[config.mk]
export PLATFORM = sky130hd
export DESIGN_NAME = dcache_ctrl
export DESIGN_NICKNAME = d
export VERILOG_FILES = /design/src/rtl/dcache_pkg.sv /design/src/rtl/dcache_line_store.sv /design/src/rtl/dcache_ctrl.sv
export SDC_FILE = /design/constraint.sdc
export NUM_CORES = 2
export LEC_CHECK = 0
export CAP_MARGIN = 10
export CORE_MARGIN = 8
export CORE_UTILIZATION = 35
export DETAILED_ROUTE_END_ITERATION = 8
export PLACE_DENSITY_LB_ADDON = 0.05
export SLEW_MARGIN = 10
export SYNTH_ARGS = -nofsm -noshare
export SYNTH_HDL_FRONTEND = slang
export SYNTH_SLANG_ARGS = --single-unit
[constraint.sdc]
create_clock -name clk -period 9.8 [get_ports clk]
set_input_delay 1.47 -clock clk [delete_from_list [all_inputs] [get_ports clk]]
set_output_delay 1.47 -clock clk [all_outputs]
set_load 0.05 [all_outputs]
[src/rtl/dcache_pkg.sv]
// Shared types and address-split helpers for the direct-mapped write-through data cache.
package dcache_pkg;

  typedef enum logic [1:0] {IDLE, FILL, WRITE} state_t;

  typedef struct packed {
    logic [31:0] tag;
    logic [31:0] index;
    logic [31:0] offset;
  } addr_split_t;

  function automatic int off_bits(input int words);
    return $clog2(words);
  endfunction

  function automatic int idx_bits(input int lines);
    return $clog2(lines);
  endfunction

  function automatic int tag_bits(input int lines, input int words);
    return 30 - $clog2(lines) - $clog2(words);
  endfunction

  // Fields come back right-justified in 32 bits; callers slice to their widths.
  function automatic addr_split_t split_addr(input logic [31:0] a, input int ob, input int ib);
    addr_split_t s;
    s.offset = (a >> 2) & ((32'd1 << ob) - 32'd1);
    s.index  = (a >> (2 + ob)) & ((32'd1 << ib) - 32'd1);
    s.tag    = a >> (2 + ob + ib);
    return s;
  endfunction

endpackage

[src/rtl/dcache_line_store.sv]
// Valid/tag/data arrays: combinational read port, one synchronous write port.
module dcache_line_store import dcache_pkg::*; #(
  parameter int LINES          = 16,
  parameter int WORDS_PER_LINE = 4,
  parameter int IDX_W          = idx_bits(LINES),
  parameter int OFF_W          = off_bits(WORDS_PER_LINE),
  parameter int TAG_W          = tag_bits(LINES, WORDS_PER_LINE)
) (
  input  logic             clk,
  input  logic             rst,
  input  logic [IDX_W-1:0] rd_index,
  input  logic [OFF_W-1:0] rd_offset,
  output logic             rd_valid,
  output logic [TAG_W-1:0] rd_tag,
  output logic [31:0]      rd_data,
  input  logic [IDX_W-1:0] wr_index,
  input  logic [OFF_W-1:0] wr_offset,
  input  logic [31:0]      wr_data,
  input  logic [TAG_W-1:0] wr_tag,
  input  logic             word_we,
  input  logic             tag_we
);

  logic [LINES-1:0]                     valid;
  logic [TAG_W-1:0]                     tags [LINES];
  logic [WORDS_PER_LINE-1:0][31:0]      data [LINES];

  assign rd_valid = valid[rd_index];
  assign rd_tag   = tags[rd_index];
  assign rd_data  = data[rd_index][rd_offset];

  always_ff @(posedge clk) begin
    if (rst)         valid <= '0;
    else if (tag_we) valid[wr_index] <= 1'b1;
  end

  // Tag and data contents are don't-care while the line is invalid.
  always_ff @(posedge clk) begin
    if (word_we) data[wr_index][wr_offset] <= wr_data;
    if (tag_we)  tags[wr_index] <= wr_tag;
  end

endmodule

[src/rtl/dcache_ctrl.sv]
// Direct-mapped write-through D-cache controller with line fill over a ready handshake.
// Optional hit/miss counters are built when DCACHE_STATS_EN is defined.
module dcache_ctrl import dcache_pkg::*; #(
  parameter int LINES          = 16,
  parameter int WORDS_PER_LINE = 4
) (
  input  logic        clk,
  input  logic        rst,
  input  logic        cpu_read,
  input  logic        cpu_write,
  input  logic [31:0] cpu_addr,
  input  logic [31:0] cpu_wdata,
  output logic [31:0] cpu_rdata,
  output logic        stall_mem,
  output logic        mem_req,
  output logic        mem_we,
  output logic [31:0] mem_addr,
  output logic [31:0] mem_wdata,
  input  logic        mem_ready,
  input  logic [31:0] mem_rdata
`ifdef DCACHE_STATS_EN
  ,
  output logic [31:0] hit_count,
  output logic [31:0] miss_count
`endif
);

  localparam int OFF_W = off_bits(WORDS_PER_LINE);
  localparam int IDX_W = idx_bits(LINES);
  localparam int TAG_W = tag_bits(LINES, WORDS_PER_LINE);
  localparam logic [31:0]      LINE_MASK = ~((32'(WORDS_PER_LINE) << 2) - 32'd1);
  localparam logic [OFF_W-1:0] LAST_BEAT = OFF_W'(WORDS_PER_LINE - 1);

  state_t           state;
  logic [OFF_W-1:0] beat;
  logic [31:0]      line_base, req_addr, req_data;

  logic [31:0]      act_addr;
  addr_split_t      as;
  logic             rd_valid, hit, fill_beat, word_we, tag_we;
  logic [TAG_W-1:0] rd_tag;
  logic [31:0]      rd_data, wr_data;
  logic             unused_bits;

  // The single lookup port follows whichever address the current state owns.
  always_comb begin
    act_addr = cpu_addr;
    unique case (state)
      FILL:    act_addr = line_base | 32'({beat, 2'b00});
      WRITE:   act_addr = req_addr;
      default: ;
    endcase
  end

  assign as          = split_addr(act_addr, OFF_W, IDX_W);
  assign hit         = rd_valid && (32'(rd_tag) == as.tag);
  assign unused_bits = ^{as.index[31:IDX_W], as.offset[31:OFF_W], act_addr[1:0]};

  assign fill_beat = (state == FILL) && mem_ready;
  assign word_we   = !rst && (fill_beat || ((state == WRITE) && mem_ready && hit));
  assign tag_we    = !rst && fill_beat && (beat == LAST_BEAT);
  assign wr_data   = (state == FILL) ? mem_rdata : req_data;

  dcache_line_store #(.LINES(LINES), .WORDS_PER_LINE(WORDS_PER_LINE)) u_store (
    .clk      (clk),
    .rst      (rst),
    .rd_index (as.index[IDX_W-1:0]),
    .rd_offset(as.offset[OFF_W-1:0]),
    .rd_valid (rd_valid),
    .rd_tag   (rd_tag),
    .rd_data  (rd_data),
    .wr_index (as.index[IDX_W-1:0]),
    .wr_offset(as.offset[OFF_W-1:0]),
    .wr_data  (wr_data),
    .wr_tag   (as.tag[TAG_W-1:0]),
    .word_we  (word_we),
    .tag_we   (tag_we)
  );

  always_ff @(posedge clk) begin
    if (rst) begin
      state     <= IDLE;
      beat      <= '0;
      line_base <= '0;
      req_addr  <= '0;
      req_data  <= '0;
    end else begin
      unique case (state)
        IDLE: begin
          if (cpu_read && !hit) begin
            line_base <= cpu_addr & LINE_MASK;
            beat      <= '0;
            state     <= FILL;
          end else if (cpu_write) begin
            req_addr <= {cpu_addr[31:2], 2'b00};
            req_data <= cpu_wdata;
            state    <= WRITE;
          end
        end
        FILL: begin
          if (mem_ready) begin
            beat <= beat + 1'b1;
            if (beat == LAST_BEAT) state <= IDLE;
          end
        end
        WRITE: if (mem_ready) state <= IDLE;
        default: state <= IDLE;
      endcase
    end
  end

  always_comb begin
    stall_mem = 1'b1;
    unique case (state)
      IDLE:    stall_mem = (cpu_read && !hit) || cpu_write;
      WRITE:   stall_mem = !mem_ready;
      default: stall_mem = 1'b1;
    endcase
  end

  assign cpu_rdata = rd_data;
  assign mem_req   = (state != IDLE);
  assign mem_we    = (state == WRITE);
  assign mem_addr  = mem_req ? act_addr : '0;
  assign mem_wdata = req_data;

`ifdef DCACHE_STATS_EN
  always_ff @(posedge clk) begin
    if (rst) begin
      hit_count  <= '0;
      miss_count <= '0;
    end else if (state == IDLE && cpu_read) begin
      if (hit && hit_count != '1)        hit_count  <= hit_count + 32'd1;
      else if (!hit && miss_count != '1) miss_count <= miss_count + 32'd1;
    end
  end
`endif

endmodule
# == Word-level counts from Yosys, hierarchy flattened ==
# Memories as Yosys holds them, arrays and structs flattened.
# Cells that the tools add are included.
# totals
register_bits,110
ramBits,2432
inputBits,101
out_inout_bits,99
wordCells,72
n_memories,2
# op_classes
addsub,1
order_cmp,4
eq_ne,9
mux,25
bitwise_logic,3
n_reduce_logical,22
# memory_table
memory,depth,word_bits,read_ports,rd_clocked_by_memory_dff,wr,line,source
u_store.data,16,128,1,0,1,dcache_line_store.sv:26,logic [WORDS_PER_LINE-1:0][31:0] data [LINES];
u_store.tags,16,24,1,0,1,dcache_line_store.sv:25,logic [TAG_W-1:0] tags [LINES];
# op_table
cell,count
128-bit two-way mux,1
32-bit two-way mux,4
32-bit binary-select mux with 2-bit select,1
32-bit demux with 2-bit select,1
32-bit case mux with 2 select lines,1
32-bit by 4-bit OR with 32-bit output,1
24-bit equality test,1
16-bit OR,1
2-bit two-way mux,7
1-bit logical AND,10
2-bit case mux with 3 select lines,1
3-bit AND reduction,2
4-bit by 5-bit < comparator with 1-bit output (second input constant),1
1-bit two-way mux,5
1-bit binary-select mux with 4-bit select,1
1-bit demux with 4-bit select,1
2-bit equality test (second input constant),2
4-bit by 1-bit >= comparator with 1-bit output (second input constant),1
2-bit by 1-bit != test with 1-bit output (second input constant),2
2-bit != test (second input constant),2
2-bit case mux with 2 select lines,1
4-bit AND reduction,1
2-bit nonzero test,2
1-bit zero test,3
10 further kinds,11

# == Longest topological paths before layout ==
# logic_depth
depth_word,10
depth_mapped,20
ltp_nobuf,13

# == Hierarchy ==
# A second synthesis with hierarchy kept.
# unflattened
hier_cells,4548
hier_area_um2,98589.6
# modules_own_cells
mod,instances,cells_per_inst,area_per_inst_um2,seq_area_each_um2
dcache_line_store,1,3959,93312.0,73350.3
dcache_ctrl,1,589,5277.6,1881.8

# == Worst setup path before layout ==
# No wires, ideal clock.
# synth_path
path_type,input to register
start,input cpu_addr[4]
end,memory u_store.data[12][0] (netlist name) (enable)
setup_ns,0.461
arrival_time_ns,6.627
required_ns,9.339
slack_ns,2.712
cell_stages,15
n_path_buf,5
path_cell_list,clkbuf_2 -> nor2b_1 -> a21oi_2 -> buf_2 -> buf_1 -> nand2_1 -> a221oi_1 -> a21oi_1 -> xnor2_1 -> o32ai_1 -> nand3_1 -> o41a_1 -> clkbuf_1 -> clkbuf_1 -> nor3_1
# synth_via
elab_chain_len,9
elab_cells_between_ends,11
cone_classes,1 x eq/ne; 5 x mux; 4 x reduce/logical; 1 x memory
# synth_rtl
element,line,source
from (decl),dcache_ctrl.sv:11,"input logic [31:0] cpu_addr,"
32-bit case mux with 2 select lines *,dcache_ctrl.sv:48,unique case (state)
memory read 16 x 24 bit / 1-bit binary-select mux with 4-bit select (equally long branches),n/a,
24-bit equality test / 1-bit two-way mux (equally long branches),"dcache_ctrl.sv:56, dcache_line_store.sv:28",
1-bit logical AND,dcache_ctrl.sv:56,assign hit = rd_valid && (32'(rd_tag) == as.tag);
1-bit logical AND,dcache_ctrl.sv:60,assign word_we = !rst && (fill_beat || ((state == WRITE) && mem_ready && hit));
1-bit logical OR,dcache_ctrl.sv:60,
1-bit logical AND,dcache_ctrl.sv:60,
1-bit two-way mux,dcache_line_store.sv:39,if (word_we) data[wr_index][wr_offset] <= wr_data;
128-bit two-way mux (not written as such),dcache_line_store.sv:39,
to (decl),dcache_line_store.sv:26,
# Mark *: on every way between the ends. The rest lies on a longest branch, timed or not. The select of a mux whose other input is x is not followed.

# == Worst setup path after layout ==
# layout_path
start,register state[1]
end,output cpu_rdata[1]
# layout_via
elab_chain_len,5
elab_cells_between_ends,6
cone_classes,2 x eq/ne; 3 x mux; 1 x memory
# layout_rtl
element,line,source
from (decl),dcache_ctrl.sv:34,state_t state;
from (signal assigned),dcache_ctrl.sv:82,state <= IDLE;
from (signal assigned),dcache_ctrl.sv:93,state <= FILL;
from (signal assigned),dcache_ctrl.sv:97,state <= WRITE;
2-bit equality test / 2-bit by 1-bit equality test with 1-bit output (equally long branches),dcache_ctrl.sv:48,
32-bit case mux with 2 select lines *,dcache_ctrl.sv:48,
memory read 16 x 128 bit,n/a,
32-bit binary-select mux with 2-bit select *,dcache_line_store.sv:30,assign rd_data = data[rd_index][rd_offset];
32-bit two-way mux (not written as such) *,dcache_line_store.sv:30,
to (decl),dcache_ctrl.sv:13,"output logic [31:0] cpu_rdata,"
# Marked as above.

==> results.toml <==
[placed_design]
numPortBuffers = 199
place_hpwl_um = 169000
gp_congestion = 0.752

[global_routing]
antenna_found_initial = 20
grt_overflow = 0
use_met1_pct = 29.1
grt_pass1_wl_um = 432000
grt_busiest_layer = "met2"
groute.layer.met3.usage_pct = 2.67
track_usage_pct = 19.7
grt_start_max_net_pins = 99
met2_usage_pct = 31.4
grt_pass1_vias = 54701

[routing]
drt_iter0_markers = 4983
drtAntennaViolNets = 0
routed_via_density = 5.41
drt_pass1_iterations = 6
post_drt_wl_per_cell_um = 30.7
drc = 0
wirelength_um = 305000
routed-via-count = 53689

[layout]
drive_above_1_share_pct = 21.3
fin_nets = 6029
syn2layout_area_growth_pct = 17.5
fin_util_pct = 41.3
final.fill_count = 25477

[logic_synthesis]
syn_area_per_cell_um2 = 18.0
synthArstFlopShare_pct = 0
synthCells = 5539
synth-seq-cells = 2542
ys.flop_type = "edfxtp_1"
ys_seq_area_share_pct = 75.3
yosysUniqueCellTypes = 68
ys_warn_count = 0
syn-num-nets = 5645
synth_edf_count = 2432
syn-cell-area_um2 = 99900

[critical_path]
critPathMaxStageDelay_ns = 0.87
cp.arrival_ns = 7.28
worstPathCellList = "inv_1 -> ha_1 -> buf_4 -> a22oi_1 -> a21oi_4 -> buf_4 -> buf_12 -> buf_12 -> mux4_2 -> nand2_1 -> nand3_1 -> nand2_1 -> o21ai_0 -> buf_4 -> nand2_1 -> o21ai_0 -> clkdlybuf4s50_1"
cp_num_buf_inv = 7
reg2reg_setup_slack_ns = 2.01
worstSetupEndpointType = "primary output"
r2r_end = "u_store.data[15][103]"
path_delay_family = "buffers and inverters"
path_class = "reg -> out"
cp_slowest_cell = "clkdlybuf4s50_1"
r2r_start = "state[1]"
ff2ff_path_depth = 16
path_max_fanout = 55
critPathRequiredTime_ns = 8.33
startpoint_type = "flop"

[timing]
setup_violations = 0
worst_clock_skew_ns = 0.0419
maxSlewHeadroom_pct = 15.0
min_period_ns = 8.75
hold_viol_final = 0
maxSlewViolCount = 0
period_share_pct = 89.3
tns_ns = 0
rsz0062_at_grt = "false"
worstMarginPinSlew_ns = 1.27
fmax_mhz = 114

[floorplanning]
io_pins = 200
die_area_um2 = 303000
coreArea_um2 = 284000
initial_core_util_pct = 35.1
core.rowCount = 196
die_w_um = 550
die_h_um = 550

[hold_path]
whs_endpoint = "u_store.valid[8]"
hold_depth = 2
min_from = "u_store.valid[8]"
hp-class = "reg -> reg"

[power]
p_leak_uw = 0.0378
p_total_uw = 28200
powerDensity_nw_per_um2 = 240
vdd_drop_max_mv = 0.241

[cts]
cts_setup_buffers = 0
cts.sinks = 2542
clock_latency_ns = 0.89
cts_resized = 0
hold_buffers = 0
clkTransAtPathRegs_ns = 0.06
tritoncts = "built"
htree_levels = 5
clock-root-buffer = "clkbuf_16"
cts_made_buffers = 289
clockBufferDepth = 4

[flow_run]
maxCapViolCount = 0

[run_status]
outcome = "complete, no violations"
logic make-up after synthesis:
logic type	share of synthesized area (%)
buffers and inverters	1.74
AO/OA/AOI/OAI	3.24
flip-flops	75.3
multiplexers	13.5
AND/OR/NAND/NOR	5.90
adder cells (fa/ha/maj)	0.0626
XOR/XNOR	0.219
how the worst max path moves through the flow:
| stage | startpoint | endpoint | slack, ns | cells after the start |
|---|---|---|---|---|
| after global placement | cpu_addr[4] | cpu_rdata[13] | 1.68 | 16 |
| after detailed placement | cpu_addr[4] | u_store.data[15][108] | 1.64 | 14 |
| after floorplan | cpu_addr[4] | u_store.data[12][0] | 2.71 | 15 |
| final | state[1] | cpu_rdata[1] | 1.05 | 17 |
| after CTS | state[1] | cpu_rdata[1] | 0.97 | 17 |
| after global routing | state[1] | cpu_rdata[1] | 0.78 | 17 |
layout by cell type, fill, tap and decap left out, types with 60 or more instances in the layout:
cell,n
mux2i_1,118
nand2_1,740
clkbuf_16,301
a21oi_1,114
o21ai_0,147
mux4_2,530
dfxtp_1,110
nand4_1,88
nor2_1,91
inv_1,60
clkdlybuf4s50_1,194
clkbuf_1,72
edfxtp_1,2432
clkinv_1,65
buf_4,203
a211oi_1,74
nand3_1,281
state kept, by name, summed over array words and instances (netlist names):
signal,flops
beat,2
line_base,28
mem_wdata,32
req_addr,30
state,2
u_store.data,2048
u_store.tags,384
u_store.valid,16
through the flow:
step / instance area [um2] / instances / worst slack (ns) / hold WS [ns]
3_3_place_gp: 108000 / 9394 / 1.68 / 0.453
2_1_floorplan: 99900 / 5539 / 2.71 / 0.435
3_5_place_dp: 108000 / 9394 / 1.64 / 0.463
4_1_cts: 117000 / 9916 / 0.971 / 0.472
5_1_grt: 117000 / 9921 / 0.777 / 0.487
6_report: 117000 / 9930 / 1.05 / 0.473
Yosys cell counts, types with 3 or more instances:
library cell     n  area, um2
nor3_1          47        235
buf_4           10       75.1
and2_1           3       18.8
buf_1           79        297
nor3b_1          3       22.5
nand4_1         88        551
a32oi_1         19        166
mux4_2         530      11900
buf_2           80        400
nand3_1        282       1410
mux2i_1        118       1180
o22ai_1         17        106
a21oi_2          4       35.0
and3_1          34        213
o311ai_1         3       26.3
edfxtp_1      2432      73000
nor2_1         126        473
mux2_2          33        372
nor2b_1          4       25.0
a31oi_1         35        219
dfxtp_1        110       2200
a21o_1          11       82.6
o32ai_1          3       26.3
nand2_1        740       2780
inv_1           60        225
a22oi_1         38        285
clkbuf_1       190        713
nand2b_1         5       31.3
a221oi_1        13        114
xnor2_1         24        210
a22o_1           4       35.0
nor4_1           7       43.8
o21ai_0        149        746
ha_1             5       62.6
a21oi_1        114        571
o32a_1           3       30.0
a211oi_1        74        556
per-layer routing:
metal / routed length, um / vias up
met2: 142000 / 1496
met4: 5600 / 2
li1: - / 22927
met1: 142000 / 28914
met5: 10 / -
met3: 15800 / 350
cell type report:
type                       instances  area, um2  share of cell area [%]
clock inverter                   147       1240                    1.06
multi-input combinational       2574      23500                    20.0
clock buffer                     375       7830                    6.67
tap                             3762       4710                    4.01
sequential                      2542      75200                    64.1
inverter                          61        229                   0.195
antenna                           14       35.0                  0.0298
timing repair buffer             455       4610                    3.93
tightest hold or removal path, stage by stage (launching register included):
cell and delay [ns]:
dfxtp_1 0.31, inv_1 0.05, o22ai_1 0.07
where the power goes:
part | total, uW | switching, uW | internal (uW)
logic | 5460 | 3740 | 1730
clock network | 10500 | 4400 | 6100
registers | 12200 | 17.7 | 12200
Power figures use the tool's default switching activity.
